**config.mk**
```make
export PLATFORM = sky130hd
export DESIGN_NAME = ram_port_master
export DESIGN_NICKNAME = d
export VERILOG_FILES = /design/src/rtl/ram_port_master.sv
export SDC_FILE = /design/constraint.sdc
export NUM_CORES = 1
export LEC_CHECK = 0
export ABC_AREA = 1
export BUFFER_PORTS_ARGS = -buffer_cell sky130_fd_sc_hd__buf_4
export CORE_MARGIN = 2
export CORE_UTILIZATION = 40
export DETAILED_ROUTE_END_ITERATION = 6
export HOLD_SLACK_MARGIN = 0.12
export PLACE_DENSITY_LB_ADDON = 0.2
export SLEW_MARGIN = 20
export SYNTH_ARGS = -nofsm -noshare
export SYNTH_HDL_FRONTEND = slang
export SYNTH_SLANG_ARGS = --single-unit
```
**constraint.sdc**
```tcl
create_clock -name clka -period 5.9 [get_ports clka]
set_input_delay 0.295 -clock clka [delete_from_list [all_inputs] [get_ports clka]]
set_output_delay 0.295 -clock clka [all_outputs]
set_load 0.01 [all_outputs]
```
**src/rtl/ram_port_master.sv**
```systemverilog
// ram_port_master: request initiator for a single-port read-first RAM.
// Requests arrive on req_* (valid/ready) and drive the ram_* pins combinationally.
// Reads come back in order on rsp_* through a first-word-fall-through FIFO.
// Reads are credited so that the FIFO can never overflow.
// clr_start starts a sweep that writes zero to every address; busy is high during the sweep.
// Ports: clka/rsta_n are the clock and the async active-low reset.
//   req_*: request channel. rsp_*: response channel.
//   clr_start/busy: clear sweep control. ram_*: RAM port pins.
module ram_port_master #(
   parameter int RAM_WIDTH   = 8,
   parameter int RAM_DEPTH   = 256,
   parameter int RAM_LATENCY = 2,
   parameter int RSP_DEPTH   = 4,
   localparam int AW = $clog2(RAM_DEPTH)
) (
   input  logic                 clka,
   input  logic                 rsta_n,
   input  logic                 req_valid,
   output logic                 req_ready,
   input  logic                 req_we,
   input  logic [AW-1:0]        req_addr,
   input  logic [RAM_WIDTH-1:0] req_wdata,
   output logic                 rsp_valid,
   input  logic                 rsp_ready,
   output logic [RAM_WIDTH-1:0] rsp_rdata,
   input  logic                 clr_start,
   output logic                 busy,
   output logic [AW-1:0]        ram_addra,
   output logic [RAM_WIDTH-1:0] ram_dina,
   output logic                 ram_wea,
   output logic                 ram_ena,
   output logic                 ram_rsta,
   output logic                 ram_regcea,
   input  logic [RAM_WIDTH-1:0] ram_douta
);
   localparam int PW = $clog2(RSP_DEPTH);
   localparam int CW = $clog2(RSP_DEPTH + RAM_LATENCY + 1);
   typedef enum logic {IDLE, CLEAR} state_t;
   state_t               state_q, state_d;
   logic [AW-1:0]        clr_addr_q, clr_addr_d, addr_q;
   logic [RAM_WIDTH-1:0] din_q;
   logic [RAM_LATENCY-1:0] pipe_q, pipe_d;
   logic [RAM_LATENCY:0] shift;
   logic [RAM_WIDTH-1:0] fifo_q [RSP_DEPTH];
   logic [PW-1:0]        wr_q, wr_d, rd_q, rd_d;
   logic [CW-1:0]        cnt_q, cnt_d, inflight;
   logic                 clearing, last, credit, issue, push, pop;
   always_comb begin
      inflight = '0;
      for (int i = 0; i < RAM_LATENCY; i++) inflight = inflight + CW'(pipe_q[i]);
   end
   assign clearing   = state_q == CLEAR;
   assign last       = clr_addr_q == AW'(RAM_DEPTH - 1);
   // Pops in the current cycle are deliberately not counted as freed credit.
   assign credit     = (inflight + cnt_q) < CW'(RSP_DEPTH);
   // clr_start wins over a request presented in the same cycle.
   assign req_ready  = !clearing && !clr_start && (req_we || credit);
   assign issue      = req_valid && req_ready;
   assign ram_ena    = issue || clearing;
   assign ram_wea    = clearing || (issue && req_we);
   // When the port is idle, the address and data pins keep their last values.
   assign ram_addra  = clearing ? clr_addr_q : issue ? req_addr : addr_q;
   assign ram_dina   = clearing ? '0 : issue ? req_wdata : din_q;
   assign ram_rsta   = 1'b0;
   assign ram_regcea = 1'b1;
   assign busy       = clearing;
   assign state_d    = clearing ? (last ? IDLE : CLEAR) : (clr_start ? CLEAR : IDLE);
   assign clr_addr_d = !clearing ? clr_addr_q : last ? '0 : clr_addr_q + AW'(1);
   // Read-valid bits age by one position per clock.
   // The oldest bit marks the cycle in which ram_douta holds that read's data.
   assign shift      = {pipe_q, issue && !req_we};
   assign pipe_d     = shift[RAM_LATENCY-1:0];
   assign push       = pipe_q[RAM_LATENCY-1];
   assign rsp_valid  = cnt_q != '0;
   assign rsp_rdata  = fifo_q[rd_q];
   assign pop        = rsp_valid && rsp_ready;
   assign wr_d       = !push ? wr_q : (wr_q == PW'(RSP_DEPTH - 1)) ? '0 : wr_q + PW'(1);
   assign rd_d       = !pop ? rd_q : (rd_q == PW'(RSP_DEPTH - 1)) ? '0 : rd_q + PW'(1);
   assign cnt_d      = cnt_q + CW'(push) - CW'(pop);
   always_ff @(posedge clka or negedge rsta_n) begin
      if (!rsta_n) begin
         state_q    <= IDLE;
         clr_addr_q <= '0;
         addr_q     <= '0;
         din_q      <= '0;
         pipe_q     <= '0;
         wr_q       <= '0;
         rd_q       <= '0;
         cnt_q      <= '0;
      end else begin
         state_q    <= state_d;
         clr_addr_q <= clr_addr_d;
         addr_q     <= ram_addra;
         din_q      <= ram_dina;
         pipe_q     <= pipe_d;
         wr_q       <= wr_d;
         rd_q       <= rd_d;
         cnt_q      <= cnt_d;
      end
   end
   always_ff @(posedge clka) begin
      if (push) fifo_q[wr_q] <= ram_douta;
   end
endmodule

```
== Yosys cells after proc, flatten, opt, wreduce, memory -nomap -nowiden ==
Memory sizes are Yosys's and may differ from the RTL's.
Index checks and enable logic that the tools add are counted.
Operators by class
  add/sub/neg operators: 7
  multipliers: 0
  div/mod/pow operators: 0
  magnitude comparators: 1
  equality and inequality tests: 3
  shift-type cells: 0
  mux-type cells: 12
  bitwise logic cells: 0
  reduce and logical (&&, ||, !) cells: 13
Operator list (count)
  $mux W8: 5
  $add A8 B1 Y8 const B: 1
  $eq A8 B8 Y1 const B: 1
  $logic_and A1 B1 Y1: 6
  $mux W1: 5
  $add A2 B1 Y2 const B: 2
  $eq A2 B2 Y1 const B: 2
  $mux W2: 2
  $add A2 B3 Y3: 1
  $add A3 B1 Y3: 1
  $logic_not A1 Y1: 3
  $logic_or A1 B1 Y1: 3
  $lt A3 B3 Y1 const B: 1
  $reduce_bool A3 Y1: 1
  $sub A3 B1 Y3: 1
  $add A1 B1 Y2: 1
Word-level totals
  register bits after elaboration: 34
  latch bits: 0
  RAM bits: 32
  memory bits (read-only): 0
  bits of input ports: 30
  output and inout bits: 31
  word-level logic and storage cells: 45
  memories kept: 1
Memory list
  fifo_q: words 4, bits a word 8, rd ports 1, clocked after Yosys merged registers in 0, write ports 1, RTL line 44  | logic [RAM_WIDTH-1:0] fifo_q [RSP_DEPTH];

== Depth between registers and ports, before layout ==
Gate-level depths: netlist (run 1).
  word-level depth: 8
  mapped depth: 11
  gate-level depth less buffers: 10

== Least setup slack after synthesis (run 1) ==
OpenSTA, ideal clock, no wires.
  path type: reg2reg
  start point: register cnt_q[1]
  end point: register cnt_q[2]
  library setup time: 0.129 ns
  data arrival time: 1.985 ns
  data required time: 5.771 ns
  path slack: 3.787 ns
  cell stages (with the launch flop): 10
  path buffers: 0
  period minus slack after synthesis: 2.113 ns
  cell sequence: dfrtp_1 -> inv_1 -> nand3_1 -> and2_0 -> ha_1 -> inv_1 -> ha_1 -> fa_1 -> xnor2_1 -> xor2_1
Between the ends
  longest elaborated chain between the ends: 3
  elaborated cells between the ends (all ways): 4
  classes of those cells: 2 x add/sub; 2 x reduce/logical
Ends and longest elaborated chain
  from (decl): RTL line 46  | logic [CW-1:0] cnt_q, cnt_d, inflight;
  from (signal assigned): RTL line 98  | cnt_q <= cnt_d;
  $reduce_bool A3 Y1: RTL line 74  | assign rsp_valid = cnt_q != '0;
  via rsp_valid: RTL line 23  | output logic rsp_valid,
  $logic_and A1 B1 Y1: RTL line 76  | assign pop = rsp_valid && rsp_ready;
  via pop: RTL line 47  | logic clearing, last, credit, issue, push, pop;
  $sub A3 B1 Y3: RTL line 79  | assign cnt_d = cnt_q + CW'(push) - CW'(pop);
  via cnt_d[2]: RTL line 46
The timed path passes the listed nets, and every way through them passes these cells.
A chain may end at the register's enable or synchronous reset.

== Final worst setup path (run 1) ==
  start point: register state_q, in the netlist busy
  end point: output ram_dina[4]
Between the ends
  longest elaborated chain between the ends: 6
Ends and longest elaborated chain
  from (decl): RTL line 39  | state_t state_q, state_d;
  from (signal assigned): RTL line 91  | state_q <= state_d;
  $logic_not A1 Y1
  $logic_and A1 B1 Y1 (2 in a row): RTL line 57  | assign req_ready = !clearing && !clr_start && (req_we || credit);
  $logic_and A1 B1 Y1: RTL line 58  | assign issue = req_valid && req_ready;
  $mux W8: RTL line 63  | assign ram_dina = clearing ? '0 : issue ? req_wdata : din_q;
  $mux W8 *: RTL line 63
  to (decl): RTL line 29  | output logic [RAM_WIDTH-1:0] ram_dina,
Mark *: on every way between the ends. The rest lies on a longest branch, timed or not.

==> results of run 1 <==
[layer usage]
layer,track usage [%],share of wire (%)
met4,7.83,2.2
met3,2.90,3.6
met2,25.6,48
met5,0,0
met1,18.6,46
[what timing repair did]
action | in CTS | in global routing
setup buffers | 0 | 0
hold buffers | 1 | 0
endpoints found under the hold margin | 34 | 0
[power by group through the flow]
stage / clock (mW) / combinational [mW] / sequential, mW
detailed placement: 0 / 0.430 / 0.630
floorplan: 0 / 0.276 / 0.598
global route: 0.432 / 0.483 / 0.632
CTS: 0.415 / 0.433 / 0.621
finish: 0.405 / 0.428 / 0.622
global placement: 0 / 0.427 / 0.628
[Yosys cell counts, drive strengths merged]
| library cell | number | share of area, % |
|---|---|---|
| and2 | 2 | 0.41 |
| a21oi | 2 | 0.33 |
| nand3 | 15 | 3.5 |
| xor2 | 2 | 0.58 |
| o22ai | 8 | 1.7 |
| edfxtp | 32 | 32 |
| buf | 8 | 2.1 |
| nor2 | 41 | 5.1 |
| o21ai | 22 | 3.6 |
| or2 | 2 | 0.41 |
| clkbuf | 5 | 0.62 |
| nand2 | 63 | 8.2 |
| dfrtp | 34 | 28 |
| xnor2 | 2 | 0.58 |
| nand3b | 1 | 0.25 |
| inv | 46 | 5.7 |
| conb | 2 | 0.25 |
| nor3 | 2 | 0.33 |
| nand4 | 8 | 1.7 |
| ha | 9 | 3.7 |
| nor3b | 2 | 0.66 |
| fa | 1 | 0.66 |
[flip-flops by register name, indices dropped and copies added, names as in the netlist, 2 cells and up]
signal	flops
addr_q	8
clr_addr_q	8
cnt_q	3
din_q	8
fifo_q	32
pipe_q	2
rd_q	2
wr_q	2
[area by class of cell]
type / instances / area, sq um
Clock buffer: 10 / 128
Clock inverter: 6 / 81.3
Fill cell: 679 / 3560
Inverter: 46 / 173
Multi-Input combinational cell: 184 / 966
Sequential cell: 66 / 1810
Tap cell: 99 / 124
Timing Repair Buffer: 59 / 445
[worst min-delay path by stage]
| stage | end | slack [ps] | cells after the start |
|---|---|---|---|
| final | fifo_q[0][0]$_DFFE_PP_ | 160 | 1 |
| after detailed placement | din_q[0]$_DFF_PN0_ | 290 | 1 |
| after global placement | din_q[4]$_DFF_PN0_ | 270 | 1 |
| after global routing | fifo_q[0][4]$_DFFE_PP_ | 150 | 1 |
| after floorplan | addr_q[0]$_DFF_PN0_ | -0.6 | 0 |
| after CTS | fifo_q[0][0]$_DFFE_PP_ | 140 | 1 |
[through the flow]
step / instances / hold slack (ps) / cell area [sq um] / worst slack (ps)
2_1_floorplan: 309 / -0.591 / 3030 / 3790
5_1_grt: 470 / 146 / 3730 / 3040
4_1_cts: 470 / 141 / 3730 / 3210
3_5_place_dp: 453 / 285 / 3510 / 3590
6_report: 470 / 157 / 3730 / 3210
3_3_place_gp: 453 / 273 / 3510 / 3700
[kinds of logic after synthesis]
| logic type | after synthesis | synth area share, % |
|---|---|---|
| AOI/OAI and AO/OA | 32 | 5.61 |
| DFF | 66 | 59.7 |
| and+or+nand+nor | 136 | 20.5 |
| xor gates and xnor gates | 4 | 1.16 |
| buffers and inverters | 59 | 8.42 |
| adders and majority gates | 10 | 4.37 |
| other | 2 | 0.248 |
==> impl_metrics.ini, run 1 <==
[floorplanning]
rows = 31
die-area_sq_mm = 0.00829
ios = 61
die_height_um = 91.1
die_w_um = 91.1
coreArea_sq_mm = 0.00729
start_util_pct = 41.6

[setup_path]
worstSetupPathType = register to primary output
rrSetupSlack_ps = 3700
path_buf_inv = 1
worst_ep_required_time_ps = 5610
end_kind = primary output
cp-startpoint = busy$_DFF_PN0_
crit_cells = 6
r2r-end = cnt_q[2]$_DFF_PN0_
path_max_fanout = 26
crit-reg2reg-launch = cnt_q[1]$_DFF_PN0_
critical-path-max-stage-delay_ps = 630
worstPathCellList = nor2_1 > nand3_4 > nand2_1 > nand2_1 > nor2_1 > buf_4
slowest_stage = nor2_1
crit_path_end = ram_dina[4]
rr_worst_depth = 9
cp-start-kind = register
crit_family = simple AND/OR/NAND/NOR gates
crit_arrival_ps = 2390

[timing]
tns_ps = 0
tightestPinTransition_ps = 736
min_period_ps = 2690
slew_headroom_pct = 50.8
clock_skew_ps = 6.92
fin_crit_sh_pct = 45.6
rsz0062_at_grt = false
setup_violations = 0
finalHoldViolCount = 0
finalMaxSlewViolations = 0
timing.fmax_ghz = 0.372

[logic_synthesis]
synth_cell_types = 31
ys.warnings.count = 0
ys_seq_elements = 66
syn_area_sq_mm = 0.00303
synth.avg_cell_area_sq_um = 9.82
synth_nets = 349
synth_seq_area_share_pct = 59.7
synthCells = 309

[detailed_routing]
vias = 2183
first_pass_iters = 4
routed_wl_mm = 6.07
vias_per_cell = 4.64
drt-initial-drc-count = 64
drc_errors = 0
post_drt_wl_per_cell_um = 12.9
antenna_left = 0

[cts]
cts_buffers = 9
cts-resized-gates = 0
clkSlewWorstSetupHoldPaths_ps = 70
htreeDepth = 3
cts_sinks = 66
tritoncts = built
clockBufferDepth = 2
clock_latency_ps = 330
clockRootBuffer = clkbuf_8

[power_and_ir_drop]
p_leak_nw = 1.79
swShare_pct = 32.6
vdd_drop_max_mv = 0.185
power_mw = 1.45
p_clk_share_pct = 27.9
powerDensity_mw_per_mm2 = 390
comb_power_share_pct = 29.4
power_frac_seq_pct = 42.7
p_int_mw = 0.980
switchingPower_mw = 0.475

[run]
drv_cap = 0

[layout]
drive_above_1_share_pct = 22.1
post-route-util_pct = 51.1
diodes = 0
mostFrequentLayoutCells = 58 x nand2_1, 58 x buf_4, 46 x inv_1
finalNetCount = 406
syn_to_final_growth_pct = 22.9

[run_status]
status = finished clean

[global_route]
grt_usage_pct = 15.2
grt_max_degree = 35
antenna_found_initial = 0
first_global_vias = 2098
grt_pass1_wl_mm = 9.88
grt_remaining_overflow = 0

[worst_hold_path]
hold_path_class = primary input to register
min-delay-start = ram_douta[0]

[placed_design]
port_buffers = 58
routabilityCongestion = 0.879
dp_hpwl_mm = 4.12
Power figures use the tool's default switching activity.
==> run 2, diff against run 1 <==
==> constraint.sdc (replaced) <==
create_clock -name clka -period 2.5 [get_ports clka]
set_input_delay 0.125 -clock clka [delete_from_list [all_inputs] [get_ports clka]]
set_output_delay 0.125 -clock clka [all_outputs]
set_load 0.01 [all_outputs]
==> run 2 against run 1 <==
Compared with the run above: setup slack worse by 3000 ps; cell count is 4.7% higher; non-clock buffer count is 21 higher; clock power is 95% higher; flip-flop and latch count stayed put; via count is 4.9% higher; largest cell class unchanged.
==> impl_metrics.ini, run 2 (same netlist as run 1, synthesis figures left out) <==
[global_route]
grt_util_met2_pct = 28.3
grt.busiest_layer = met2
grt_usage_pct = 17.0
met1_usage_pct = 21.0
first_global_vias = 2345
antenna_found_initial = 0
grt_max_degree = 35
grt_pass1_wl_mm = 10.9
grt_util_met3_pct = 2.90
grt_remaining_overflow = 0

[setup_path]
worstSetupPathType = register to primary output
end_kind = primary output
worst_ep_required_time_ps = 2380
path_max_fanout = 13
cp-start-kind = register
crit_arrival_ps = 2190

[floorplanning]
die_height_um = 91.1
start_util_pct = 41.6
rows = 31
die_w_um = 91.1
ios = 61
coreArea_sq_mm = 0.00729
die-area_sq_mm = 0.00829

[power_and_ir_drop]
p_leak_nw = 1.85
vdd_drop_max_mv = 0.419
power_mw = 3.30
powerDensity_mw_per_mm2 = 847

[cts]
cts-resized-gates = 0
clockRootBuffer = clkbuf_8
cts_sinks = 66
tritoncts = built
htreeDepth = 3
clkSlewWorstSetupHoldPaths_ps = 70
clockBufferDepth = 2
clock_latency_ps = 340
cts_buffers = 9

[layout]
finalNetCount = 428
mostFrequentLayoutCells = 62 x buf_4, 58 x nand2_1, 46 x inv_1
fin_area_sq_mm = 0.00390
top_register = fifo_q
largest_reg_flops = 32
syn_to_final_growth_pct = 28.5
layout_commonest_cell = buf_4
diodes = 0
fillers = 710
drive_above_1_share_pct = 22.4

[detailed_routing]
post_drt_wl_per_cell_um = 13.6
vias_per_cell = 4.65
routed_wl_mm = 6.67
antenna_left = 0
vias = 2289
first_pass_iters = 4
drt-initial-drc-count = 74
drc_errors = 0

[timing]
finalHoldViolCount = 0
tightestPinTransition_ps = 563
setup_violations = 0
min_period_ps = 2310
clock_skew_ps = 6.14
fin_crit_sh_pct = 92.4
tns_ps = 0
rsz0062_at_grt = false
timing.fmax_ghz = 0.433
slew_headroom_pct = 62.2
finalMaxSlewViolations = 0
timing.hold.ws_ps = 119

[placed_design]
port_buffers = 58
placed_area_sq_mm = 0.00354
dp_hpwl_mm = 4.29
routabilityCongestion = 0.749

[worst_hold_path]
hold_path_class = primary input to register

[run]
drv_cap = 0

[run_status]
status = finished clean
## run 2: changes by cell type in the layout (fill, tap and decap cells not counted)
cell           delta
nand3_2           +1
bufinv_16         -2
clkbuf_1          -1
buf_4             +4
inv_6             +1
dlygate4sd3_1    +17
clkinvlp_4        +2
## run 2: layout make-up
cell class / count / area [sq um] / share of cell area (%)
tap: 99 / 124 / 3.18
multi-input combinational: 185 / 976 / 25.0
clock buffer: 9 / 124 / 3.18
sequential: 66 / 1810 / 46.5
timing repair buffer: 80 / 646 / 16.6
inverter: 46 / 173 / 4.43
clock inverter: 7 / 45.0 / 1.16
## run 2: metrics by stage
| stage | cells | setup slack (ps) | utilization [%] |
|---|---|---|---|
| 3_3_place_gp | 457 | 422 | 48.5 |
| 3_5_place_dp | 457 | 269 | 48.5 |
| 6_report | 492 | 189 | 53.5 |
| 4_1_cts | 491 | 130 | 53.3 |
| 2_1_floorplan | 309 | 387 | - |
| 5_1_grt | 492 | 50.6 | 53.5 |
## run 2: worst paths after layout
check                                         start  depth (start not counted)  slack, ps                   to
min in group asynchronous                    rsta_n                          2        270   din_q[4]$_DFF_PN0_
worst max-delay path            pipe_q[0]$_DFF_PN0_                         11        190         ram_addra[4]
worst min register to register  pipe_q[0]$_DFF_PN0_                          0        400  pipe_q[1]$_DFF_PN0_
max in group asynchronous                    rsta_n                          2       1910  addr_q[5]$_DFF_PN0_
worst max register to register   cnt_q[1]$_DFF_PN0_                          9        240   cnt_q[2]$_DFF_PN0_
worst min-delay path                         req_we                          4        120  pipe_q[0]$_DFF_PN0_
## run 2: worst max-delay path: stages, from the launching register on
cell,delay [ps]
dfrtp_1,390
ha_1,310
nand2_2,70
nand2_2,60
nand2_1,70
nand2_2,70
nand3_4,140
nand3_2,300
nand2_1,140
nand3_1,70
nand2_1,90
buf_4,130
## run 2: what timing repair did
action                                  CTS  global route
hold endpoints to repair                 75             0
endpoints found under the setup margin    0             3
setup buffers                             0             0
hold buffers                             18             0
## run 2: report_power, final
part	switching, mW	internal [mW]
combinational	0.593	0.490
clock	0.433	0.356
sequential	0.131	1.30
## run 2: metal layers
layer  vias up  wire length, um
met5         -                0
met4         0              141
met3        10              162
met2        35             3320
met1      1094             3060
li1       1150                -
==> run 3, diff against run 2 <==
--- a/config.mk
+++ b/config.mk
@@ -12,6 +12,7 @@
 export DETAILED_ROUTE_END_ITERATION = 6
 export HOLD_SLACK_MARGIN = 0.12
 export PLACE_DENSITY_LB_ADDON = 0.2
+export REMOVE_ABC_BUFFERS = 1
 export SLEW_MARGIN = 20
 export SYNTH_ARGS = -nofsm -noshare
 export SYNTH_HDL_FRONTEND = slang
==> run 3 against run 2 <==
Compared with the run above: hold slack better by 25 ps; clock-buffer cell count stayed put; global-route usage is 0.52 points lower; largest power group unchanged; highest routed layer unchanged.
==> impl_metrics.ini, run 3 (same netlist as run 1, synthesis figures left out) <==
[placed_design]
port_buffers = 58
routabilityCongestion = 0.734
placed_area_sq_mm = 0.00354
dp_hpwl_mm = 4.19
dp_slack_ps = 361

[run]
drv_cap = 0

[setup_path]
crit_arrival_ps = 2210
rr_worst_depth = 6
rrSetupSlack_ps = 330
worstSetupPathType = register to primary output
end_kind = primary output
path_max_fanout = 13
r2r-end = pipe_q[0]$_DFF_PN0_
crit-reg2reg-launch = busy$_DFF_PN0_
cp-start-kind = register
worst_ep_required_time_ps = 2380

[power_and_ir_drop]
p_leak_nw = 1.88
vdd_drop_max_mv = 0.360
powerDensity_mw_per_mm2 = 886
power_mw = 3.51

[layout]
syn_to_final_growth_pct = 30.7
diodes = 0
top_register = fifo_q
fin_area_sq_mm = 0.00397
mostFrequentLayoutCells = 62 x buf_4, 58 x nand2_1, 46 x inv_1
layout_commonest_cell = buf_4
largest_reg_flops = 32
finalNetCount = 429
drive_above_1_share_pct = 22.6

[floorplanning]
die-area_sq_mm = 0.00829
rows = 31
coreArea_sq_mm = 0.00729
die_height_um = 91.1
die_w_um = 91.1
start_util_pct = 41.6
ios = 61

[timing]
rsz0062_at_grt = false
tns_ps = 0
fin_crit_sh_pct = 93.5
setup_violations = 0
fin_ws_ps = 162
finalMaxSlewViolations = 0
timing.fmax_ghz = 0.428
min_period_ps = 2340
finalHoldViolCount = 0
clock_skew_ps = 9.68

[detailed_routing]
first_pass_iters = 4
drt-initial-drc-count = 110
antenna_left = 0
post_drt_wl_per_cell_um = 13.3
vias = 2312
routed_wl_mm = 6.53
vias_per_cell = 4.69
drc_errors = 0

[run_status]
status = finished clean

[worst_hold_path]
min_path_cells = 5
hold_path_class = primary input to register
min_to = addr_q[2]$_DFF_PN0_
min-delay-start = req_addr[2]

[global_route]
first_global_vias = 2179
grt_max_degree = 35
grt_util_met2_pct = 26.1
grt_usage_pct = 16.4
grt.busiest_layer = met2
met1_usage_pct = 21.6
grt_remaining_overflow = 0
grt_util_met3_pct = 2.90
antenna_found_initial = 0
grt_pass1_wl_mm = 10.5

[cts]
clockRootBuffer = clkbuf_8
tritoncts = built
clock_latency_ps = 350
clkSlewWorstSetupHoldPaths_ps = 80
cts_buffers = 9
htreeDepth = 3
cts_sinks = 66
clockBufferDepth = 2
-- run 3: where the power goes --
part           switching (mW)  total, mW  internal, mW
Combinational           0.592       1.08         0.489
Clock                   0.441       1.01         0.569
Sequential              0.122       1.42          1.30
Total                    1.16       3.51          2.36
-- run 3: timing repair --
action,in CTS,in global routing
buffers inserted,0,0
hold buffers,19,0
resized for setup,0,0
endpoints found under the setup margin,0,2
hold endpoints to repair,75,0
-- run 3: worst max-delay path by stage --
stage	start	to	slack [ps]	depth (start not counted)
after floorplan	cnt_q[1]$_DFF_PN0_	cnt_q[2]$_DFF_PN0_	390	9
after detailed placement	cnt_q[1]$_DFF_PN0_	cnt_q[2]$_DFF_PN0_	360	9
after global placement	cnt_q[1]$_DFF_PN0_	cnt_q[2]$_DFF_PN0_	420	9
final	pipe_q[0]$_DFF_PN0_	ram_addra[6]	160	11
after CTS	pipe_q[0]$_DFF_PN0_	ram_dina[2]	130	11
after global routing	cnt_q[0]$_DFF_PN0_	ram_dina[4]	40	10
-- run 3: final cells by class --
class	count	area [sq um]
fill	673	3330
clock buffer	9	124
tap	99	124
multi-input combinational	185	976
sequential	66	1810
timing repair buffer	81	656
clock inverter	7	101
inverter	46	173
-- run 3: critical path: stages, from the launching register on --
cell and delay [ps]:
dfrtp_1 390, ha_1 300, nand2_2 70, nand2_2 60
nand2_1 70, nand2_2 60, nand3_4 150, nand3_2 310
nand2_1 150, nand3_1 80, nand2_1 100, buf_4 120
-- run 3: metrics by stage --
step / cells / hold slack, ps / util, %
finish: 493 / 144 / 54.4
detailed placement: 457 / 99.3 / 48.5
global route: 493 / 163 / 54.4
global placement: 457 / 104 / 48.5
floorplan: 296 / -171 / -
CTS: 492 / 137 / 54.2
-- run 3: metal layers --
metal / wire length, um / share of wire [%]
met1: 2930 / 45
met5: 0 / 0
met2: 3160 / 48
met4: 167 / 2.6
met3: 269 / 4.1
